File: config.mk
export PLATFORM = sky130hd
export DESIGN_NAME = data_axi_bridge
export DESIGN_NICKNAME = d
export VERILOG_FILES = /design/src/rtl/data_axi_bridge.sv
export SDC_FILE = /design/constraint.sdc
export NUM_CORES = 1
export LEC_CHECK = 0
export ABC_CLOCK_PERIOD_IN_PS = 7300
export BUFFER_PORTS_ARGS = -buffer_cell sky130_fd_sc_hd__clkbuf_2
export CORE_AREA = 8 8 132 134
export DETAILED_ROUTE_END_ITERATION = 10
export DIE_AREA = 0 0 140 142
export GPL_TIMING_DRIVEN = 0
export PLACE_DENSITY = 0.63
export SETUP_SLACK_MARGIN = 0.05
export SYNTH_ARGS = -nofsm -noshare
export SYNTH_HDL_FRONTEND = slang
export SYNTH_SLANG_ARGS = --single-unit
File: constraint.sdc
create_clock -name clk -period 7.3 [get_ports clk]
set_clock_uncertainty 0.2 [all_clocks]
set_input_delay 0.73 -clock clk [delete_from_list [all_inputs] [get_ports clk]]
set_output_delay 0.73 -clock clk [all_outputs]
set_load 0.01 [all_outputs]
File: src/rtl/data_axi_bridge.sv
// Purpose: bridges the core's SRAM-like data port onto AXI3 AR/R/AW/W/B channels, one transaction in flight.
// Latency: zero-wait slave gives data_data_ok two cycles after acceptance (three with BRIDGE_RESP_REG_EN defined).
// Backpressure: data_addr_ok only in IDLE; AXI valids hold with stable payload until their ready is seen.
//
// Optional feature macro: BRIDGE_RESP_REG_EN registers the response (adds a RESP state and one cycle).
// Ports:
//   clk, reset                            clock, async active-high reset
//   data_req/wr/size/addr/wstrb/wdata     core request (accepted when data_addr_ok)
//   data_addr_ok, data_data_ok, data_rdata  core handshake and response
//   araddr/arsize/arvalid/arready         AXI read address
//   rdata/rvalid/rready                   AXI read data
//   awaddr/awsize/awvalid/awready         AXI write address
//   wdata/wstrb/wvalid/wready             AXI write data
//   bvalid/bready                         AXI write response
module data_axi_bridge (
    input  logic        clk,
    input  logic        reset,
    input  logic        data_req,
    input  logic        data_wr,
    input  logic [1:0]  data_size,
    input  logic [31:0] data_addr,
    input  logic [3:0]  data_wstrb,
    input  logic [31:0] data_wdata,
    output logic        data_addr_ok,
    output logic        data_data_ok,
    output logic [31:0] data_rdata,
    output logic [31:0] araddr,
    output logic [2:0]  arsize,
    output logic        arvalid,
    input  logic        arready,
    input  logic [31:0] rdata,
    input  logic        rvalid,
    output logic        rready,
    output logic [31:0] awaddr,
    output logic [2:0]  awsize,
    output logic        awvalid,
    input  logic        awready,
    output logic [31:0] wdata,
    output logic [3:0]  wstrb,
    output logic        wvalid,
    input  logic        wready,
    input  logic        bvalid,
    output logic        bready
);

    typedef enum logic [2:0] {
        IDLE,
        RD_ADDR,
        RD_DATA,
        WR_REQ,
        WR_RESP
`ifdef BRIDGE_RESP_REG_EN
        , RESP
`endif
    } state_t;

`ifdef BRIDGE_RESP_REG_EN
    localparam state_t AFTER_RESP = RESP;
`else
    localparam state_t AFTER_RESP = IDLE;
`endif

    state_t      state, next_state;
    logic [31:0] addr_q;
    logic [1:0]  size_q;
    logic [3:0]  wstrb_q;
    logic [31:0] wdata_q;
    logic        aw_done, w_done;
    logic        resp_take;   // R or B handshake completes this cycle

    always_comb begin
        next_state   = state;
        data_addr_ok = 1'b0;
        arvalid      = 1'b0;
        rready       = 1'b0;
        awvalid      = 1'b0;
        wvalid       = 1'b0;
        bready       = 1'b0;
        resp_take    = 1'b0;
        case (state)
            IDLE: begin
                // Gate with reset so the core never sees an accept while the bridge is held.
                data_addr_ok = ~reset;
                if (data_req) begin
                    next_state = data_wr ? WR_REQ : RD_ADDR;
                end
            end
            RD_ADDR: begin
                arvalid = 1'b1;
                if (arready) next_state = RD_DATA;
            end
            RD_DATA: begin
                rready = 1'b1;
                if (rvalid) begin
                    resp_take  = 1'b1;
                    next_state = AFTER_RESP;
                end
            end
            WR_REQ: begin
                awvalid = ~aw_done;
                wvalid  = ~w_done;
                // Each channel is complete if it finished earlier or handshakes now;
                // covers both finishing in the same cycle.
                if ((aw_done || awready) && (w_done || wready)) next_state = WR_RESP;
            end
            WR_RESP: begin
                bready = 1'b1;
                if (bvalid) begin
                    resp_take  = 1'b1;
                    next_state = AFTER_RESP;
                end
            end
`ifdef BRIDGE_RESP_REG_EN
            RESP: next_state = IDLE;
`endif
            default: next_state = IDLE;
        endcase
    end

    always_ff @(posedge clk or posedge reset) begin
        if (reset) begin
            state   <= IDLE;
            addr_q  <= '0;
            size_q  <= '0;
            wstrb_q <= '0;
            wdata_q <= '0;
            aw_done <= 1'b0;
            w_done  <= 1'b0;
        end else begin
            state <= next_state;
            if (state == IDLE && data_req) begin
                addr_q  <= data_addr;
                size_q  <= data_size;
                wstrb_q <= data_wstrb;
                wdata_q <= data_wdata;
                aw_done <= 1'b0;
                w_done  <= 1'b0;
            end
            if (awvalid && awready) aw_done <= 1'b1;
            if (wvalid && wready)   w_done  <= 1'b1;
        end
    end

    assign araddr = addr_q;
    assign awaddr = addr_q;
    assign arsize = {1'b0, size_q};
    assign awsize = {1'b0, size_q};
    assign wdata  = wdata_q;
    assign wstrb  = wstrb_q;

`ifdef BRIDGE_RESP_REG_EN
    logic [31:0] rdata_q;

    // Capture read data at the handshake; writes capture zero so RESP can forward blindly.
    always_ff @(posedge clk or posedge reset) begin
        if (reset) begin
            rdata_q <= '0;
        end else if (resp_take) begin
            rdata_q <= (state == RD_DATA) ? rdata : 32'd0;
        end
    end

    assign data_data_ok = (state == RESP);
    assign data_rdata   = (state == RESP) ? rdata_q : 32'd0;
`else
    assign data_data_ok = resp_take;
    assign data_rdata   = (state == RD_DATA && rvalid) ? rdata : 32'd0;
`endif

endmodule
; Word level (Yosys, flattened, before mapping)
; Cells that the tools add are included.
[word_totals]
reg_bits = 75
input_bits = 111
out_inout_bits = 145
elab_cells = 50
[op_classes]
eq_ne = 9
mux = 20
bitwise = 3
n_reduce_logical = 11
[ops]
columns = op, count
row1 = 2-to-1 mux 32 bit, 1
row2 = 2-to-1 mux 3 bit, 5
row3 = case mux 3 bit (5 select lines), 1
row4 = 2-to-1 mux 1 bit, 11
row5 = "!= test 2 bit, second input constant", 5
row6 = "equality test 3 x 2 -> 1 bit, second input constant", 2
row7 = logical AND 1 bit, 5
row8 = AND reduction 5 bit, 1
row9 = nonzero test 2 bit, 2
row10 = "equality test 3 x 1 -> 1 bit, second input constant", 1
row11 = "equality test 3 bit, second input constant", 1
row12 = zero test 3 bit, 1
row13 = NOT 1 bit, 3
row14 = logical OR 1 bit, 2
row15 = 2-to-1 mux 2 bit, 1
row16 = case mux 1 bit (2 select lines), 1

; Longest topological paths before layout
; Gate-level depths: netlist (run 1).
[depth]
ltp_word = 4
depth_mapped = 6

; Least setup slack after synthesis (run 1)
; Ideal clock, no wire load.
[synth_path]
kind = reg-to-output
startpoint = register state[1]
endpoint = output data_rdata[23]
t_arrival_ns = 1.292
path_slack_ns = 5.078
stages_incl_launch_ff = 5
cell_sequence = dfrtp_1 > buf_2 > nor3b_2 > clkbuf_1 > and3_1
[synth_via]
elab_chain_len = 3
[synth_rtl]
columns = item, line_no
row1 = from (decl), 63  ; state_t state, next_state;
row2 = from (signal assigned), 130  ; state <= next_state;
row3 = equality test 3 x 2 -> 1 bit, 167  ; assign data_rdata = (state == RD_DATA && rvalid) ? rdata : 32'd0;
row4 = logical AND 1 bit, 167
row5 = 2-to-1 mux 32 bit, 167
row6 = to (decl), 26  ; output logic [31:0] data_rdata,
; Every way passes these cells.

; Worst setup path in the final report (run 1)
[layout_path]
startpoint = register state[1]
endpoint = output data_rdata[16]
; Same word-level chain as after synthesis.

==> results of run 1 <==
metrics by stage:
stage	hold WS, ns	total power (uW)
after floorplan	0.2969	1654
after global placement	0.2957	2136
after detailed placement	0.2941	2169
after CTS	0.2223	2587
after global routing	0.2477	2696
final	0.2194	2537
area by class of cell:
class | count | area share, %
Inverter | 2 | 0.1804
Tap cell | 192 | 4.329
Sequential cell | 75 | 33.82
Timing Repair Buffer | 254 | 23.18
Buffer | 51 | 8.072
Clock inverter | 5 | 0.5412
Multi-Input combinational cell | 127 | 25.68
Clock buffer | 11 | 4.194
report_power, final:
part,total [uW],switching [uW],internal [uW]
registers,785,155,631
logic,1360,575,783
clock network,394,165,228
sequential cells by signal, indices dropped and copies added (netlist names):
name / count
w_done: 1
size_q: 2
wdata: 32
araddr: 32
state: 3
wstrb: 4
aw_done: 1
critical path, stage by stage, from the launching register on:
cell      delay (ns)
dfrtp_1         0.31
buf_2           0.19
nor3b_2         0.43
clkbuf_1        0.33
and3_1          0.30
clkbuf_2        0.17
cells by family after synthesis:
logic type / synth area share [%]
compound gates: 1.267
buf+inv: 12.13
flops: 50.00
mux: 28.60
other cells: 0.09990
simple gates: 7.900
cells in the final DEF, fill, tap and decap left out, types with 2 or more instances in the layout:
master        n
nor2_1        4
conb_1        2
clkinv_2      3
clkbuf_1      8
and3_1       32
clkbuf_2    253
nand2b_1      2
mux2_4       70
buf_4        36
dfrtp_1      75
buf_12        7
a22o_1        3
buf_8         2
o21ai_0       2
clkbuf_16     9
clkinvlp_4    2
layer usage:
metal	wire length (um)	share of wire (%)	vias up	GRT usage, %
li1	-	-	1374	-
met3	1102	9.4	19	4.529
met1	4276	36	1368	11.08
met4	402	3.4	0	7.543
met5	0	0	-	0
met2	5937	51	171	20.30
final timing paths:
kind	startpoint	end	slack, ns	cells past startpoint
worst max-delay path	state[1]$_DFFE_PP0P_	data_rdata[16]	4.29	5
worst min-delay path	reset	state[1]$_DFFE_PP0P_	0.22	2
worst max register to register	state[1]$_DFFE_PP0P_	wdata[26]$_DFFE_PP0P_	5.40	6
worst min register to register	wdata[18]$_DFFE_PP0P_	wdata[18]$_DFFE_PP0P_	0.31	1
max in group asynchronous	reset	araddr[9]$_DFFE_PP0P_	6.10	3
min in group clk	wdata[18]$_DFFE_PP0P_	wdata[18]$_DFFE_PP0P_	0.31	1
==> impl_metrics.ini, run 1 <==
[status]
status = complete, no violations

[clocking]
path_clk_slew_ns = 0.06
clock-root-buffer = clkbuf_16
clk_path_buf_depth = 2
cts_tree = yes
post-cts-setup-buffer-count = 0
hold_buffers = 0
numCtsBuffers = 9
cts_sinks = 75
clock_latency_ns = 0.33
htreeDepth = 3
cts.repair.resized = 0

[worst_setup_path]
arrival_ns = 2.08
start_kind = register
path_class = reg -> out
required_ns = 6.37
worstPathMaxFanout = 10
crit_path_end_kind = primary output

[die]
die_w_um = 140
rows = 46
dieArea_mm2 = 0.01988
io-pin-count = 256
start_util_pct = 24.33
die_h_um = 142
core_region_area_mm2 = 0.01542

[layout]
final_area_mm2 = 0.005549
nets = 631
post-route-util_pct = 35.98
drive_above_1_share_pct = 73.90
diodes = 0
regArea_mm2 = 0.001877
area_growth_pct = 47.83
layout.cells.non_filler = 717
nFillCells = 1546
multiInputGateArea_mm2 = 0.001425

[yosys]
ys_ff_latch = 75
post_synth_main_area_contributors = dfrtp_1, mux2_4, buf_4
yosysTopAreaCellShare_pct = 50.00
syn_avg_cell_area_um2 = 14.78
synthFlopType = dfrtp_1
synth_area_leader_cell = dfrtp_1
yosys-top-cells-count = dfrtp_1, mux2_4, buf_4
ys_seq_area_share_pct = 50.00
yosys_warnings = 0
synth-edff-count = 0
synthCells = 254
synth_area_mm2 = 0.003754
synth_most_common_cell = dfrtp_1
async_flop_share_pct = 100.0
synth_cell_types = 26

[sta]
worst_slack_ns = 4.295
finalCriticalPeriod_ns = 3.005
finalCritPeriodShare_pct = 41.17
tns_ns = 0
setup_viol = 0
rsz0062_at_grt = false
clock.fmax_mhz = 332.7
hold_violations = 0
slew_viol_final = 0

[global_route]
grt_max_degree = 40
grt_antenna_before_repair = 0
grt_pass1_wl_um = 17880
grt_use_total_pct = 11.51
grt_pass1_vias = 3428
grt_overflow = 0

[detailed_routing]
drtIter0Drc = 65
vias = 2932
firstDrtPassIters = 4
wl_per_cell_um = 16.34
drc_errors = 0
ant_nets = 0
post_drt_via_cell_ratio = 4.089
wl_um = 11720

[placed_design]
dp_hpwl_um = 9569
post-place-cells = 701
io_buffers = 253
place.gp.congestion = 0.8395
place_area_mm2 = 0.005286
pre_cts_slack_ns = 4.626

[pwr]
power_density_mw_per_mm2 = 457.2
vdd_drop_max_mv = 0.1421
p_leak_uw = 0.003118

[min_path]
hold_class = in -> async

[flow_run]
cap_viol_max_count = 0
Power figures use the tool's default switching activity.
==> run 2: changes to the inputs <==
--- a/config.mk
+++ b/config.mk
@@ -5,7 +5,7 @@
 export SDC_FILE = /design/constraint.sdc
 export NUM_CORES = 1
 export LEC_CHECK = 0
-export ABC_CLOCK_PERIOD_IN_PS = 7300
+export ABC_CLOCK_PERIOD_IN_PS = 3000
 export BUFFER_PORTS_ARGS = -buffer_cell sky130_fd_sc_hd__clkbuf_2
 export CORE_AREA = 8 8 132 134
 export DETAILED_ROUTE_END_ITERATION = 10
==> constraint.sdc (replaced) <==
create_clock -name clk -period 3 [get_ports clk]
set_clock_uncertainty 0.2 [all_clocks]
set_input_delay 0.3 -clock clk [delete_from_list [all_inputs] [get_ports clk]]
set_output_delay 0.3 -clock clk [all_outputs]
set_load 0.01 [all_outputs]
==> impl_metrics.ini, run 2 (synthesis results as in run 1) <==
[sta]
slew_viol_final = 0
clock.fmax_mhz = 384.7
setup_viol = 0
finalCriticalPeriod_ns = 2.600
hold_violations = 0
rsz0062_at_grt = false
hold_ws_ns = 0.02093
tns_ns = 0
finalCritPeriodShare_pct = 86.65

[layout]
final_common_cell = clkbuf_2
area_growth_pct = 66.50
regArea_mm2 = 0.001877
diodes = 0
most-common-layout-cells = clkbuf_2, dfrtp_1, mux2_4, dlygate4sd3_1, buf_4
nets = 701
nFillCells = 1455
multiInputGateArea_mm2 = 0.001425
post-route-util_pct = 40.52
drive_above_1_share_pct = 65.21
layout.cells.non_filler = 787

[pwr]
p_total_uw = 6295
vdd_drop_max_mv = 0.3452
p_leak_uw = 0.003411
power_density_mw_per_mm2 = 1007

[die]
rows = 46
die_h_um = 142
start_util_pct = 24.33
die_w_um = 140
dieArea_mm2 = 0.01988
core_region_area_mm2 = 0.01542
io-pin-count = 256

[detailed_routing]
vias = 3261
ant_nets = 0
drc_errors = 0
post_drt_via_cell_ratio = 4.144
wl_per_cell_um = 16.02
drtIter0Drc = 74
firstDrtPassIters = 4
wl_um = 12610

[worst_setup_path]
crit_path_end_kind = primary output
path_class = reg -> out
worstPathMaxFanout = 10
crit_slowest_cell = nor3b_2
arrival_ns = 2.10
path_cells = buf_2, nor3b_2, clkbuf_1, and3_1, clkbuf_2
required_ns = 2.50
r2r_cells = 6
start_kind = register
slowest_delay_ns = 0.43

[min_path]
whs_path_depth = 2
hold_class = in -> reg

[clocking]
cts.repair.resized = 0
numCtsBuffers = 9
cts_sinks = 75
post-cts-setup-buffer-count = 0
clock_latency_ns = 0.33
hold_buffers = 70
clk_path_buf_depth = 2
clock-root-buffer = clkbuf_16
path_clk_slew_ns = 0.06
htreeDepth = 3
cts_tree = yes

[placed_design]
dp_hpwl_um = 9569
post-place-cells = 701
place.gp.congestion = 0.8395
io_buffers = 253

[global_route]
grt_max_degree = 40
grt_pass1_wl_um = 19300
grt_overflow = 0
grt_use_total_pct = 12.37
grt_antenna_before_repair = 0
grt_pass1_vias = 3724

[flow_run]
cap_viol_max_count = 0

[status]
status = complete, no violations
==> run 2: path summary, 6_finish.rpt <==
check | startpoint | end | slack, ns
worst max-delay path | state[1]$_DFFE_PP0P_ | data_rdata[16] | 0.40
worst min-delay path | data_wdata[21] | wdata[21]$_DFFE_PP0P_ | 0.02
worst max register to register | state[1]$_DFFE_PP0P_ | wdata[24]$_DFFE_PP0P_ | 1.09
worst min register to register | wdata[18]$_DFFE_PP0P_ | wdata[18]$_DFFE_PP0P_ | 0.31
max in group asynchronous | reset | araddr[9]$_DFFE_PP0P_ | 1.68
min in group asynchronous | reset | state[1]$_DFFE_PP0P_ | 0.33
==> run 2: worst max-delay path, delay by kind of cell, from the launching register on <==
kind,cells,cell delay [ns]
buffers and inverters,3,0.70
DFF,1,0.32
and+or+nand+nor,2,0.74
==> run 2: metal layers <==
layer	wire length (um)	track usage [%]	up-vias	part of all wire (%)
met2	6495	21.91	177	52
met5	0	0	-	0
met4	518	8.457	0	4.1
li1	-	-	1512	-
met1	4539	11.94	1545	36
met3	1053	4.495	27	8.4
==> run 2: cell type report <==
type	count	share of cell area [%]
Timing Repair Buffer	324	31.79
Inverter	2	0.1602
Clock inverter	5	0.4805
Tap cell	192	3.844
Sequential cell	75	30.03
Multi-Input combinational cell	127	22.80
Buffer	51	7.167
Clock buffer	11	3.724
==> run 2: where the power goes <==
part / internal, uW / switching, uW / total, uW
Clock: 555 / 411 / 966
Combinational: 1960 / 1440 / 3410
Sequential: 1540 / 387 / 1920
Total: 4060 / 2240 / 6290
==> run 2: through the flow <==
stage | worst slack (ns) | cell area, um^2
after floorplan | 0.5900 | 3757
after global placement | -0.3270 | 5264
after detailed placement | 0.7561 | 5286
after CTS | 0.3820 | 6250
after global routing | 0.2916 | 6250
final | 0.4004 | 6250
